===== src/rtl/alu_operand_stage.sv =====
// Operand-fetch stage ahead of the ALU: 32-entry register file, same-cycle
// writeback bypass, rs2/immediate select and a single-entry output register.
module alu_operand_stage #(
    parameter int XLEN          = 32,
    parameter int NREGS         = 32,
    parameter int ALU_OP_LENGTH = 4
) (
    input  logic                     clk,
    input  logic                     reset_n,
    input  logic                     in_valid,
    output logic                     in_ready,
    input  logic [ALU_OP_LENGTH-1:0] in_opcode,
    input  logic [4:0]               in_rs1,
    input  logic [4:0]               in_rs2,
    input  logic [XLEN-1:0]          in_imm,
    input  logic                     in_use_imm,
    input  logic [4:0]               in_rd,
    input  logic                     in_rd_we,
    output logic                     out_valid,
    input  logic                     out_ready,
    output logic [ALU_OP_LENGTH-1:0] out_opcode,
    output logic [XLEN-1:0]          out_left,
    output logic [XLEN-1:0]          out_right,
    output logic [4:0]               out_rd,
    output logic                     out_rd_we,
    input  logic                     wb_we,
    input  logic [4:0]               wb_rd,
    input  logic [XLEN-1:0]          wb_data
);

    logic [XLEN-1:0]          regs_reg [NREGS];
    logic                     wb_active;
    logic                     bypass_rs1;
    logic                     bypass_rs2;
    logic [XLEN-1:0]          rs1_val;
    logic [XLEN-1:0]          rs2_val;
    logic [XLEN-1:0]          right_next;
    logic                     xfer;

    logic                     out_valid_reg;
    logic [ALU_OP_LENGTH-1:0] out_opcode_reg;
    logic [XLEN-1:0]          out_left_reg;
    logic [XLEN-1:0]          out_right_reg;
    logic [4:0]               out_rd_reg;
    logic                     out_rd_we_reg;

    // x0 is never written, so it stays at its reset value of zero.
    assign wb_active = wb_we && (wb_rd != 5'd0);

    always_ff @(posedge clk or negedge reset_n) begin
        if (!reset_n) begin
            for (int i = 0; i < NREGS; i++) begin
                regs_reg[i] <= '0;
            end
        end else if (wb_active) begin
            regs_reg[wb_rd] <= wb_data;
        end
    end

    // A writeback landing this edge is visible to the instruction read alongside it.
    assign bypass_rs1 = wb_active && (wb_rd == in_rs1);
    assign bypass_rs2 = wb_active && (wb_rd == in_rs2);

    assign rs1_val    = (in_rs1 == 5'd0) ? '0 : (bypass_rs1 ? wb_data : regs_reg[in_rs1]);
    assign rs2_val    = (in_rs2 == 5'd0) ? '0 : (bypass_rs2 ? wb_data : regs_reg[in_rs2]);
    assign right_next = in_use_imm ? in_imm : rs2_val;

    assign in_ready = !out_valid_reg || out_ready;
    assign xfer     = in_valid && in_ready;

    always_ff @(posedge clk or negedge reset_n) begin
        if (!reset_n) begin
            out_valid_reg  <= 1'b0;
            out_opcode_reg <= '0;
            out_left_reg   <= '0;
            out_right_reg  <= '0;
            out_rd_reg     <= '0;
            out_rd_we_reg  <= 1'b0;
        end else if (xfer) begin
            out_valid_reg  <= 1'b1;
            out_opcode_reg <= in_opcode;
            out_left_reg   <= rs1_val;
            out_right_reg  <= right_next;
            out_rd_reg     <= in_rd;
            out_rd_we_reg  <= in_rd_we;
        end else if (out_ready) begin
            out_valid_reg  <= 1'b0;
        end
    end

    assign out_valid  = out_valid_reg;
    assign out_opcode = out_opcode_reg;
    assign out_left   = out_left_reg;
    assign out_right  = out_right_reg;
    assign out_rd     = out_rd_reg;
    assign out_rd_we  = out_rd_we_reg;

endmodule


===== config.mk =====
export PLATFORM = sky130hd
export DESIGN_NAME = alu_operand_stage
export DESIGN_NICKNAME = d
export VERILOG_FILES = /design/src/rtl/alu_operand_stage.sv
export SDC_FILE = /design/constraint.sdc
export NUM_CORES = 2
export LEC_CHECK = 0
export CORE_UTILIZATION = 39
export CTS_BUF_LIST = sky130_fd_sc_hd__clkbuf_4 sky130_fd_sc_hd__clkbuf_8
export CTS_CLUSTER_DIAMETER = 120
export DETAILED_ROUTE_END_ITERATION = 16
export PLACE_DENSITY = 0.63
export SYNTH_ARGS = -nofsm -noshare
export SYNTH_HDL_FRONTEND = slang
export SYNTH_SLANG_ARGS = --single-unit

===== constraint.sdc =====
create_clock -name clk -period 1.6 [get_ports clk]
set_input_delay 0.16 -clock clk [delete_from_list [all_inputs] [get_ports clk]]
set_output_delay 0.16 -clock clk [all_outputs]
set_load 0.05 [all_outputs]

==> results.md <==
* Status: finished, violations left
* Failing checks: negative setup slack
* Synth Instances at approximately 3900
* Storage cell area at 0.0275 mm²
* Initial antenna violation count at 12
* Worst Min Path Start: in_imm[13]
* Drt initial violations at ~4000
* Max reg flops at 1024
* I/O pins at around 170
* CTS tree: yes
* Netlist Area Pre-Place at roughly 0.058 mm²
* Die area at 0.149 mm²
* CTS buffer count at around 190
* Power density of the placed cells at between 1000 and 1500 mW/mm²
* Clock root buffer: clkbuf_8
* Synth area leader: dfrtp_1
* DP Area at between 0.06 and 0.07 mm²
* Cell with the most instances after synthesis: dfrtp_1
* Total power at between 80 and 90 mW
* EDFF count, synth at 0
* Worst min path class: input pin to flop
* Clock skew at 0.0407 ns
* Setup violations, final at between 100 and 150
* Synth Flop Type: dfrtp_1
* H-tree depth at 4
* Synth top area cells: dfrtp_1 (48%), mux4_2 (18%), mux2_2 (17%)
* Largest net degree at the start of global routing at 105
* Slew headroom at 0.559
* Via Count at between 40000 and 50000
* Clk_lat worst skew at 0.94 ns
* Worst flop-to-flop path startpoint: out_valid
* Seq/Total Area, Yosys at 0.477
* Final ANT Viol Nets at 0
* GRT Total Usage at 0.273
* DP Worst Slack at -1.36 ns
* Worst hold margin at between 0.04 and 0.05 ns
* Layout Area Growth over Synthesis at 28.0%
* Fin crit share at 1.15
* IO Port Bufs at 170
* Max cap viols at 0
* Startpoint types: flop
* Slew @ Worst Pin at 0.661 ns
* TNS Setup at -17.76 ns
* CP max stage delay at 0.42 ns
* Final Critical Period at roughly 1.8 ns
* Chip Width at between 300 and 400 µm
* Synth top area share at 0.477
* DRC at 0
* Finished layout cell area at between 0.07 and 0.08 mm²
* Slowest CP cell: dfrtp_2
* Netlist cell types at a little over 40
* Max-slew violation count at 0
* #FFs+latches synth at approximately 1100
* Post-route non-filler standard cell count at roughly 6700
* Filler cell count at between 10000 and 15000
* Synth Net Count at between 3000 and 4000
* Post-synth top cells: dfrtp_1 (1099), mux2_2 (850), mux4_2 (448)
* Worst path cell trace: nand2b_4 > buf_6 > buf_4 > nand2_8 > buf_16 > a221o_1 > o32a_1
* Post-synthesis async set-or-reset flop share at 1.00
* Crit path kind: flop to flop
* Clk slew on worst S/H paths at roughly 0.060 ns
* Cells after DPL at around 6300
* DR vias/cell at slightly above 6
* Total congestion overflow at 0
* Clock buffer depth at 3
* Crit. End Element: flop
* First-pass GRT wire length at 297000 µm
* Pleak at 33.0 nW
* CTS Sinks at about 1100
* Layout Nets at between 4000 and 5000
* Setup WS post-layout at -0.236 ns
* Synth warnings at 0
* Final core utilization at 0.505
* WP buf/inv at 3
* Peak supply drop at 832 µV
* FMAX at 545 MHz
* RSZ-0062 raised after global routing: yes
* Top Family by Delay on Critical Path: compound AO/OA/AOI/OAI gates
* Critical Path AT at 2.66 ns
* Count of final hold-check violations at 0
* Placer Congestion at 0.868
* Vias in the first global route at about 43000
* 1st-pass router iterations at 7
* Drt wl/cell at between 30 and 40 µm
* Worst setup path start: out_valid
* HPWL after DPL at about 130000 µm
* Starting density of the core at 0.394
* Share of layout cells above drive strength 1 at 0.562
* WL final at 204000 µm
* Critical Path Fanout Max at 12
* Syn avg cell area at approximately 15 µm²
* Core area at 0.146 mm²
* # rows at 140
* Multi-input gate area at 0.0288 mm²
* Die Y at between 300 and 400 µm
* Required time worst endpoint at approximately 2.4 ns
-- power breakdown --
part           internal, mW  total [mW]  leakage, nW  switching (mW)
clock network          15.2        27.4         2.12            12.2
registers              33.2        37.2         14.0            4.07
logic                  12.8        22.1         16.9            9.23
total                  61.2        86.7         33.0            25.5
-- cell type report --
class                      count  share of cell area
clock inverter                38             0.00621
multi-input combinational   2322               0.391
inverter                       2            0.000136
timing repair buffer        1041               0.148
sequential                  1099               0.374
antenna                        7            0.000238
tap                         1917              0.0325
clock buffer                 286              0.0479
-- layout by cell type (no fill, tap or decap), drive strengths merged, types with 2 or more instances in the layout --
cell type | synthesis | final
bufinv | 0 | 7
a221o | 32 | 32
and2 | 2 | 2
a21oi | 64 | 64
nor2 | 18 | 18
nor3b | 4 | 4
o311ai | 2 | 2
clkinvlp | 0 | 3
mux2 | 992 | 992
mux2i | 256 | 256
buf | 193 | 920
nand2 | 49 | 49
diode | 0 | 7
nand3b | 3 | 3
nor3 | 2 | 2
nor2b | 3 | 3
dlygate4sd3 | 0 | 33
o32a | 32 | 32
or2 | 3 | 3
clkdlybuf4s50 | 0 | 84
a22oi | 96 | 96
dfrtp | 1099 | 1099
mux4 | 448 | 448
nor4 | 2 | 2
xnor2 | 10 | 10
inv | 2 | 11
nand2b | 66 | 66
clkbuf | 246 | 290
o21ai | 67 | 67
nand3 | 36 | 36
clkinv | 0 | 19
a221oi | 128 | 128
-- cell families (layout without fill, tap and decap cells) --
group / count (synthesis) / in the layout / synth area share
mux: 1696 / 1696 / 0.414
flops: 1099 / 1099 / 0.477
buf+inv: 441 / 1367 / 0.0344
compound gates: 423 / 423 / 0.0552
simple gates: 193 / 193 / 0.0177
xor+xnor: 10 / 10 / 0.00152
other cells: 0 / 7 / 0
-- worst register-to-register path, delay by kind of cell, from the launching register on --
family,cells,cell delay (ns)
flip-flops,1,0.42
buffers and inverters,3,0.45
AND/OR/NAND/NOR,2,0.21
AO/OA/AOI/OAI,2,0.65
-- layer usage --
layer	up-vias	wire length, µm	GRT usage	share of wire
met3	405	17000	0.0567	0.084
met5	-	73	0	0.00036
met2	1940	93800	0.419	0.46
met1	22085	86100	0.386	0.42
li1	16686	-	-	-
met4	10	6550	0.0911	0.032
-- path summary, 6_finish.rpt --
path | to | slack [ns] | depth (start not counted)
max | out_right[0] | -0.24 | 7
min | out_right[13] | 0.05 | 3
max reg2reg | out_right[0] | -0.24 | 7
min reg2reg | regs_reg[1004] | 0.40 | 0
max in group asynchronous | out_right[25] | 0.40 | 6
min in group asynchronous | regs_reg[352] | 0.37 | 4
-- what timing repair did --
item | 4_1_cts | 5_1_grt
gates cloned | 3 | 3
hold endpoints to repair | 1124 | 0
hold buffers | 34 | 0
pin swaps | 13 | 10
buffers inserted | 34 | 18
setup endpoints to repair | 142 | 263
gates resized for setup | 132 | 64
(Power assumes the default switching activity.)
